[config.mk]
export PLATFORM = sky130hd
export DESIGN_NAME = cla_adder_pipelined
export DESIGN_NICKNAME = d
export VERILOG_FILES = /design/src/rtl/cla_adder_pipelined.sv
export SDC_FILE = /design/constraint.sdc
export NUM_CORES = 1
export LEC_CHECK = 0
export CAP_MARGIN = 20
export CELL_PAD_IN_SITES_DETAIL_PLACEMENT = 0
export CELL_PAD_IN_SITES_GLOBAL_PLACEMENT = 1
export CORE_MARGIN = 2
export CORE_UTILIZATION = 46
export DETAILED_ROUTE_END_ITERATION = 10
export GPL_TIMING_DRIVEN = 0
export PLACE_DENSITY_LB_ADDON = 0.15
export SYNTH_ARGS = -nofsm -noshare
export SYNTH_HDL_FRONTEND = slang
export SYNTH_SLANG_ARGS = --single-unit
[constraint.sdc]
create_clock -name clk -period 5.3 [get_ports clk]
set_input_delay 1.06 -clock clk [delete_from_list [all_inputs] [get_ports clk]]
set_output_delay 1.06 -clock clk [all_outputs]
set_load 0.01 [all_outputs]
[src/rtl/cla_adder_pipelined.sv]
// Pipelined carry-lookahead adder/subtractor: one GROUP_W-bit lookahead group per stage,
// with the group carry registered between stages and valid/ready flow control.
module cla_adder_pipelined #(
  parameter int WIDTH   = 32,
  parameter int GROUP_W = 8
) (
  input  logic             clk,
  input  logic             rst_n,
  input  logic             in_valid,
  output logic             in_ready,
  input  logic [WIDTH-1:0] a,
  input  logic [WIDTH-1:0] b,
  input  logic             carry_in,
  input  logic             sub,
  output logic             out_valid,
  input  logic             out_ready,
  output logic [WIDTH-1:0] sum,
  output logic             carry_out,
  output logic             overflow
);

  localparam int NSTAGE = WIDTH / GROUP_W;

  generate
    if (GROUP_W < 1 || WIDTH < GROUP_W || (WIDTH % GROUP_W) != 0) begin : g_bad_width
      $error("cla_adder_pipelined: WIDTH (%0d) must be a positive multiple of GROUP_W (%0d)",
             WIDTH, GROUP_W);
    end
  endgenerate

  // Flat sum-of-products lookahead: every c[i] is built directly from g/p and c0,
  // never from the previous c[i-1].
  function automatic logic [GROUP_W:0] group_carries(
    input logic [GROUP_W-1:0] g,
    input logic [GROUP_W-1:0] p,
    input logic               c0
  );
    logic [GROUP_W:0] c;
    logic             term;
    c    = '0;
    c[0] = c0;
    for (int i = 0; i < GROUP_W; i++) begin
      term = c0;
      for (int j = 0; j <= i; j++) term = term & p[j];
      c[i+1] = term;
      for (int j = 0; j <= i; j++) begin
        term = g[j];
        for (int m = j + 1; m <= i; m++) term = term & p[m];
        c[i+1] = c[i+1] | term;
      end
    end
    return c;
  endfunction

  logic             valid_reg [NSTAGE];
  logic [WIDTH-1:0] a_reg     [NSTAGE];
  logic [WIDTH-1:0] b_reg     [NSTAGE];
  logic [WIDTH-1:0] sum_reg   [NSTAGE];
  logic             carry_reg [NSTAGE];
  logic             overflow_reg;

  logic             advance;
  logic [WIDTH-1:0] b_eff;
  logic             c0;

  // The whole pipeline moves as one unit; a stalled result freezes every stage.
  assign out_valid = valid_reg[NSTAGE-1];
  assign advance   = ~out_valid | out_ready;
  assign in_ready  = advance;

  assign b_eff = sub ? ~b : b;
  assign c0    = sub | carry_in;

  generate
    for (genvar gi = 0; gi < NSTAGE; gi++) begin : g_stage
      logic               v_in;
      logic               c_in;
      logic [WIDTH-1:0]   a_in;
      logic [WIDTH-1:0]   b_in;
      logic [WIDTH-1:0]   s_in;
      logic [WIDTH-1:0]   s_next;
      logic [GROUP_W-1:0] g_grp;
      logic [GROUP_W-1:0] p_grp;
      logic [GROUP_W:0]   c_grp;

      if (gi == 0) begin : g_first
        assign v_in = in_valid;
        assign a_in = a;
        assign b_in = b_eff;
        assign s_in = '0;
        assign c_in = c0;
      end else begin : g_next
        assign v_in = valid_reg[gi-1];
        assign a_in = a_reg[gi-1];
        assign b_in = b_reg[gi-1];
        assign s_in = sum_reg[gi-1];
        assign c_in = carry_reg[gi-1];
      end

      assign g_grp = a_in[gi*GROUP_W +: GROUP_W] & b_in[gi*GROUP_W +: GROUP_W];
      assign p_grp = a_in[gi*GROUP_W +: GROUP_W] ^ b_in[gi*GROUP_W +: GROUP_W];
      assign c_grp = group_carries(g_grp, p_grp, c_in);

      // Lower groups are already final; only this stage's slice is filled in.
      always_comb begin
        s_next = s_in;
        s_next[gi*GROUP_W +: GROUP_W] = p_grp ^ c_grp[GROUP_W-1:0];
      end

      always_ff @(posedge clk or negedge rst_n) begin
        if (!rst_n) begin
          valid_reg[gi] <= 1'b0;
          a_reg[gi]     <= '0;
          b_reg[gi]     <= '0;
          sum_reg[gi]   <= '0;
          carry_reg[gi] <= 1'b0;
        end else if (advance) begin
          valid_reg[gi] <= v_in;
          a_reg[gi]     <= a_in;
          b_reg[gi]     <= b_in;
          sum_reg[gi]   <= s_next;
          carry_reg[gi] <= c_grp[GROUP_W];
        end
      end

      if (gi == NSTAGE - 1) begin : g_last
        always_ff @(posedge clk or negedge rst_n) begin
          if (!rst_n) begin
            overflow_reg <= 1'b0;
          end else if (advance) begin
            overflow_reg <= c_grp[GROUP_W] ^ c_grp[GROUP_W-1];
          end
        end
      end
    end
  endgenerate

  assign sum       = sum_reg[NSTAGE-1];
  assign carry_out = carry_reg[NSTAGE-1];
  assign overflow  = overflow_reg;

endmodule

Yosys cells after proc, flatten, opt, wreduce, memory -nomap -nowiden
Index checks and enable logic that the tools add are counted.
Widths: inputs -> output; s select.
{"block": "totals", "register_bits": 281, "out_inout_bits": 36, "in_bits": 70}
{"block": "classes", "bitwise": 305, "mux": 1}
{"op": "$or 1x1->1", "count": 146}
{"op": "$and 1x1->1", "count": 144}
{"op": "$xor 8x8->8", "count": 8}
{"op": "$and 8x8->8", "count": 4}
{"op": "$mux 32", "count": 1}
{"op": "$not 32->32", "count": 1}
{"op": "$not 1->1", "count": 1}
{"op": "$xor 1x1->1", "count": 1}

Logic depth before layout (Yosys ltp)
Gate-level depths: netlist of run 1.
{"block": "depth", "word_depth": 19, "ltp_mapped": 10, "depth_no_buf": 8}

Worst setup path before layout of run 1
OpenSTA, ideal clock, no wires.
{"block": "synth_path", "path_kind": "input-to-reg", "startpoint": "input sub", "endpoint": "register sum_reg (netlist bit g_stage[1].s_in[4])", "path_stages": 10, "arrival_time_ns": 2.986, "setup_ns": 0.134, "setup_slack_ns": 2.180, "cell_sequence": "clkbuf_1 > buf_2 > xor2_1 > ha_1 > ha_1 > o21ai_1 > nand2b_1 > a21o_1 > a211oi_1 > o31ai_1"}
{"block": "synth_between", "elab_chain_len": 11}
{"item": "start, declared", "line_no": "14", "source": "input logic sub,"}
{"item": "$mux 32", "line_no": "71", "source": "assign b_eff = sub ? ~b : b;"}
{"item": "$xor 8x8->8", "line_no": "101", "source": "assign p_grp = a_in[gi*GROUP_W +: GROUP_W] ^ b_in[gi*GROUP_W +: GROUP_W];"}
{"item": "$and 1x1->1 (4 in series)", "line_no": "44", "source": "for (int j = 0; j <= i; j++) term = term & p[j];"}
{"item": "$or 1x1->1 (4 in series)", "line_no": "49", "source": "c[i+1] = c[i+1] | term;"}
{"item": "$xor 8x8->8 (*)", "line_no": "107", "source": "s_next[gi*GROUP_W +: GROUP_W] = p_grp ^ c_grp[GROUP_W-1:0];"}
{"item": "end signal, assigned by index", "line_no": "121", "source": "sum_reg[gi] <= s_next;"}
{"item": "end, declared", "line_no": "58", "source": "logic [WIDTH-1:0] sum_reg [NSTAGE];"}
Mark *: on every way between the ends. The rest lies on a longest branch, timed or not.
A chain may end at the register's enable or synchronous reset.

Worst setup path after layout of run 1
{"block": "layout_path", "startpoint": "input out_ready", "endpoint": "output in_ready"}
{"block": "layout_between", "elab_chain_len": 1}
{"item": "start, declared", "line_no": "16", "source": "input logic out_ready,"}
{"item": "$or 1x1->1", "line_no": "68", "source": "assign advance = ~out_valid | out_ready;"}
{"item": "end, declared", "line_no": "10", "source": "output logic in_ready,"}
Every way passes these cells.

==> results.txt, run 1 <==
Initial drt markers: 414
Layout Skew: 0.01168 ns
Worst Path Buf+Inv: 6
Hold Vio Cnt, Final: 0
Switching part of the total: 0.3658
Die area: 19110 um^2
First-pass GRT wire length: 31.51 mm
Post-synth cell types: 36
Slew Viols, Final: 0
Crit path capture type: primary output
Ys flop type: dfrtp_1
Largest net degree at the start of global routing: 103
Critical Path AT: 3.13 ns
Io pins: 106
Worst-Skew Late Latency: 0.43 ns
Number of port buffers: 104
Max_cap viols: 0
Reg-to-Reg End: sum[31]
CP dominant cell by count: buf_2
Yosys reg bits: 185
Most common cell after layout, fill and taps aside: nand2_1
Commonest non-fill, non-tap cells in the layout: 421 x nand2_1, 185 x dfrtp_1, 103 x clkdlybuf4s50_1
Worst hold path stage count: 2
CTS tree: yes
Crit path max-delay family: buffers and inverters
Peak Freq: 238.9 MHz
HPWL Detailed: 13.84 mm
Endpoints failing setup: 0
Synth Area per Inst: 9.294 um^2
Net Count, Synth: 1002
# clock sinks: 185
Worst Path Required: 4.24 ns
Starting Density: 0.4647
VDD IR max: 0.0002981 V
Max Fanout on Critical Path: 10
Setup Crit Path Kind: in -> out
Gpl congestion: 0.8351
Combinational power share: 0.386
Hold Buf Count CTS: 0
WHS Endpoint: sum[8]
Fin crit share: 0.7898
Layout cells sized above 1: 0.06615
RSZ-0062 raised after global routing: false
Gate Count Post-Synth: 892
Die Y: 138.3 um
Cell Pwr Density: 585.4 nW/um^2
Core footprint: 17840 um^2
DP Worst Slack: 1.105 ns
Core occupancy in the finished layout: 0.5735
Slowest-stage cell, CP: clkdlybuf4s50_1
Antenna fix cells: 0
Design Area, Final: 10230 um^2
Post-CTS setup buffer count: 0
Int Power: 3.798 mW
Routed Antenna Nets: 0
Via count of the first global-routing pass: 5851
NumNets Final: 1126
DR vias/cell: 4.831
Synth warn: 0
Routed WL per cell: 15.46 um
Post-synth ARST share: 1.000
Horiz. Die Dim: 138.3 um
Initial antenna violation count: 0
Fillers: 1653
Via count: 6073
Sequential power share: 0.404
Slew HR: 0.5292
Outcome: completed
Grt ovf: 0
Final Power: 5.989 mW
Switch Pwr: 2.191 mW
Worst setup SP type: primary input
Crit-path cells: clkdlybuf4s50_1 > nor2b_1 > buf_2 > inv_2 > buf_2 > buf_2 > clkdlybuf4s50_1
DP Area: 9651 um^2
Worst r2r src: g_stage[3].a_in[24]
Clock buffer depth: 2
Post_cts resized: 0
Total track usage: 0.2115
Hold Path Class: reg -> reg
DRC: 0
Tmin final: 4.186 ns
Crit-path max cell delay: 0.60 ns
Clock share of power: 0.210
Layout area overhead: 23.41%
# rows: 49
Synthesized area: 8290 um^2
Fin worst setup slack: 1.114 ns
Leakage power: 5.023 nW
R2R Setup Slk: 3.22 ns
Sequential area share after synthesis: 0.5584
Clock slew at reported path FFs: 0.06 ns
Number of flops mapped to enable cells by yosys: 0
Slew @ Worst Pin: 0.7061 ns
Hold Worst Slack: 0.4631 ns
Final wirelength: 19.43 mm
Worst Hold Launch: sum[8]
Path depth of the worst reg2reg path: 7
Num CTS Buffers: 17
DRT Pass-1 Iters: 4
H-tree levels: 4
CTS Root Cell: clkbuf_16
==> logic make-up (layout without fill, tap and decap cells) <==
kind of cell / count (synthesis) / in the layout / synth area share
simple gates: 464 / 464 / 0.2151
flops: 185 / 185 / 0.5584
compound gates: 96 / 96 / 0.07682
xor+xnor: 53 / 53 / 0.05599
buf+inv: 53 / 189 / 0.02852
fa+ha+maj: 40 / 40 / 0.06399
mux: 1 / 1 / 0.001207
==> layer usage <==
layer  vias to the layer above  global-route usage  part of all wire
met5                         -                   0                 0
met3                         8             0.04364             0.038
met4                         0             0.04565            0.0061
met1                      2886              0.2993              0.48
li1                       3090                   -                 -
met2                        89              0.3411              0.48
==> how the worst max path moves through the flow <==
stage,start,to,slack (ns),cells after the start
floorplan,sub,g_stage[1].s_in[4],2.18,10
CTS,out_ready,in_ready,1.10,7
global placement,rst_n,g_stage[1].a_in[22],-4.61,1
global route,out_ready,in_ready,1.02,7
detailed placement,out_ready,in_ready,1.11,7
finish,out_ready,in_ready,1.11,7
==> per-stage QoR <==
| step | instances | TNS, ns |
|---|---|---|
| 2_1_floorplan | 892 | 0 |
| 3_3_place_gp | 1225 | -849.22 |
| 3_5_place_dp | 1226 | 0 |
| 4_1_cts | 1257 | 0 |
| 5_1_grt | 1257 | 0 |
| 6_report | 1257 | 0 |
==> synthesized netlist by cell type, types with 11 or more instances <==
cell type    n  area [um^2]
buf_2       27        135.1
nor2_1      24        90.09
a21o_1      11        82.58
xnor2_1     38        332.8
o21ai_0     35        175.2
nand2_1    421         1580
a21oi_1     23        115.1
dfrtp_1    185         4629
xor2_1      15        131.4
clkbuf_1    11        41.29
ha_1        36        450.4
==> power groups by stage <==
stage                     combinational (mW)  clock [mW]  sequential (mW)
after floorplan                         1.49           0             2.40
after global placement                  2.29           0             2.44
after detailed placement                2.33           0             2.44
after CTS                               2.34        1.28             2.42
after global routing                    2.62        1.35             2.50
final                                   2.31        1.26             2.42
==> final cells by class <==
cell class                      instances  area (um^2)  share of cell area
Clock buffer                           21        460.4             0.04500
Sequential cell                       185         4629              0.4525
Timing Repair Buffer                  105         1074              0.1049
Multi-Input combinational cell        654         3425              0.3347
Inverter                                9        33.78            0.003302
Tap cell                              229        286.5             0.02801
Buffer                                 44        202.7             0.01981
Clock inverter                         10        120.1             0.01174
==> worst register-to-register path, stage by stage, from the launching register on <==
cell and delay [ns]:
dfrtp_1 0.42, ha_1 0.31, ha_1 0.19, o211ai_1 0.27, a21oi_1 0.17, a22o_1 0.29, mux2i_1 0.14, a311oi_1 0.20
(Power assumes the default switching activity.)
==> run 2, diff against run 1 <==
--- a/config.mk
+++ b/config.mk
@@ -9,7 +9,7 @@
 export CELL_PAD_IN_SITES_DETAIL_PLACEMENT = 0
 export CELL_PAD_IN_SITES_GLOBAL_PLACEMENT = 1
 export CORE_MARGIN = 2
-export CORE_UTILIZATION = 46
+export CORE_UTILIZATION = 38
 export DETAILED_ROUTE_END_ITERATION = 10
 export GPL_TIMING_DRIVEN = 0
 export PLACE_DENSITY_LB_ADDON = 0.15
==> constraint.sdc (replaced) <==
create_clock -name clk -period 3.6 [get_ports clk]
set_input_delay 0.72 -clock clk [delete_from_list [all_inputs] [get_ports clk]]
set_output_delay 0.72 -clock clk [all_outputs]
set_load 0.01 [all_outputs]
==> run 2 against run 1 <==
- hold slack worse by 0.22 ns
- utilization down 9.9 points
- combinational power up 48%
- critical path type unchanged
- largest power group unchanged
==> results.txt, run 2 (synthesis results as in run 1) <==
Sequential power share: 0.407 (was 0.404)
Peak Freq: 289.7 MHz
Slew Viols, Final: 0 (unchanged)
Slowest-stage cell, CP: clkdlybuf4s50_1 (unchanged)
CTS tree: yes (unchanged)
Routed Antenna Nets: 0 (unchanged)
Initial antenna violation count: 0 (unchanged)
Slew @ Worst Pin: 0.7342 ns (was 0.7061 ns)
DR vias/cell: 4.604 (was 4.831)
Tmin final: 3.452 ns
Fin crit share: 0.9590
Die area: 23010 um^2 (was 19110 um^2)
Via count of the first global-routing pass: 5990 (was 5851)
Hold Path Class: in -> async (was reg -> reg)
Worst-Skew Late Latency: 0.43 ns (about the same)
Worst Path Buf+Inv: 6 (unchanged)
Horiz. Die Dim: 151.7 um (was 138.3 um)
DP Area: 9714 um^2 (was 9651 um^2)
Clock share of power: 0.201 (was 0.210)
Layout area overhead: 23.86% (was 23.41%)
Register area: 4629 um^2 (unchanged)
CTS Root Cell: clkbuf_16 (unchanged)
Total track usage: 0.1871 (was 0.2115)
Outcome: completed (unchanged)
Crit path capture type: primary output (unchanged)
Largest net degree at the start of global routing: 111 (was 103)
Starting Density: 0.3834 (was 0.4647)
Core occupancy in the finished layout: 0.4749 (was 0.5735)
Setup Crit Path Kind: in -> out (unchanged)
RSZ-0062 raised after global routing: false (unchanged)
DRC: 0 (unchanged)
Number of port buffers: 104 (unchanged)
Final Power: 8.701 mW (was 5.989 mW)
First-pass GRT wire length: 32.12 mm (was 31.51 mm)
Endpoints failing setup: 0 (unchanged)
Core footprint: 21620 um^2 (was 17840 um^2)
Max Fanout on Critical Path: 10 (unchanged)
Worst Path Required: 2.88 ns (was 4.24 ns)
VDD IR max: 0.0003563 V (was 0.0002981 V)
Crit-path max cell delay: 0.57 ns (was 0.60 ns)
Initial drt markers: 200 (was 414)
Routed WL per cell: 15.28 um (was 15.46 um)
Most common cell after layout, fill and taps aside: nand2_1 (unchanged)
Cell Pwr Density: 847.3 nW/um^2 (was 585.4 nW/um^2)
DP Worst Slack: -0.1420 ns (was 1.105 ns)
Clock slew at reported path FFs: 0.06 ns (about the same)
HPWL Detailed: 14.57 mm (was 13.84 mm)
Fin worst setup slack: 0.1476 ns (was 1.114 ns)
Leakage power: 5.016 nW (was 5.023 nW)
H-tree levels: 4 (unchanged)
Antenna fix cells: 0 (unchanged)
Final wirelength: 20.00 mm (was 19.43 mm)
Grt ovf: 0 (unchanged)
Fillers: 2197 (was 1653)
Clock buffer depth: 2 (unchanged)
Via count: 6027 (was 6073)
Hold Buf Count CTS: 0 (unchanged)
# clock sinks: 185 (unchanged)
Layout cells sized above 1: 0.06803 (was 0.06615)
Die Y: 151.7 um (was 138.3 um)
Commonest non-fill, non-tap cells in the layout: 421 x nand2_1, 185 x dfrtp_1, 103 x clkdlybuf4s50_1 (unchanged)
Io pins: 106 (unchanged)
Layout Skew: 0.009194 ns (was 0.01168 ns)
Design Area, Final: 10270 um^2 (was 10230 um^2)
Num CTS Buffers: 17 (unchanged)
# rows: 54 (was 49)
Crit-path cells: clkdlybuf4s50_1 > nor2b_4 > buf_2 > inv_2 > buf_2 > clkbuf_4 > clkdlybuf4s50_1 (was clkdlybuf4s50_1 > nor2b_1 > buf_2 > inv_2 > buf_2 > buf_2 > clkdlybuf4s50_1)
Switching part of the total: 0.3710 (was 0.3658)
Max_cap viols: 0 (unchanged)
Critical Path AT: 2.73 ns (was 3.13 ns)
NumNets Final: 1126 (unchanged)
Multi-input gate area: 3432 um^2 (was 3425 um^2)
DRT Pass-1 Iters: 6 (was 4)
Gpl congestion: 0.7627 (was 0.8351)
Crit path max-delay family: buffers and inverters (unchanged)
Post-CTS setup buffer count: 0 (unchanged)
Worst setup SP type: primary input (unchanged)
Switch Pwr: 3.228 mW (was 2.191 mW)
Slew HR: 0.5106 (was 0.5292)
Combinational power share: 0.391 (was 0.386)
Int Power: 5.473 mW (was 3.798 mW)
Hold Vio Cnt, Final: 0 (unchanged)
==> run 2: power by group through the flow <==
stage          clock network [mW]  logic, mW  registers, mW
5_1_grt                      1.87       3.88           3.67
2_1_floorplan                   0       2.19           3.53
3_5_place_dp                    0       3.46           3.59
4_1_cts                      1.79       3.47           3.55
3_3_place_gp                    0       3.41           3.57
6_report                     1.75       3.41           3.54
==> run 2: cell type report <==
cell class	instances	share of cell area
Buffer	44	0.01998
Tap cell	280	0.03412
Timing Repair Buffer	105	0.1045
Multi-Input combinational cell	654	0.3342
Inverter	9	0.003290
Sequential cell	185	0.4508
Clock inverter	10	0.006823
Clock buffer	22	0.04618
==> run 2: per-layer routing <==
layer  part of all wire  track usage  wire length [um]
met2               0.49       0.3225              9885
met3              0.025      0.03263               495
met4             0.0096      0.04676               192
met1               0.47       0.2449              9429
met5                  0            0                 0
==> run 2: through the flow <==
step	instances	hold WS, ns	TNS, ns
6_report	1309	0.2450	0
5_1_grt	1309	0.2650	0
3_3_place_gp	1276	0.4433	-1143.13
4_1_cts	1309	0.2700	0
3_5_place_dp	1277	0.4556	-0.1420
2_1_floorplan	892	0.4244	0
==> run 2: what timing repair did <==
item | in CTS | in global routing
setup endpoints to repair | 1 | 1
gates cloned | 0 | 0
gates resized for setup | 1 | 2
endpoints found under the hold margin | 0 | 0
==> run 2: final timing paths <==
check | start | end | slack (ns) | cells after the start
max reg2reg | g_stage[3].a_in[24] | sum[31] | 1.56 | 7
min in group clk | sum[7] | sum[7] | 0.46 | 2
max | out_ready | in_ready | 0.15 | 7
min | rst_n | sum[8] | 0.25 | 1
max in group asynchronous | rst_n | g_stage[2].b_in[23] | 2.41 | 2
min reg2reg | sum[7] | sum[7] | 0.46 | 2
==> run 2: worst reg2reg max path: cells and delay by family, from the launching register on <==
kind	cells	cell delay [ns]
adders and majority gates	2	0.50
AOI/OAI and AO/OA	4	0.90
muxes	1	0.14
DFF	1	0.42
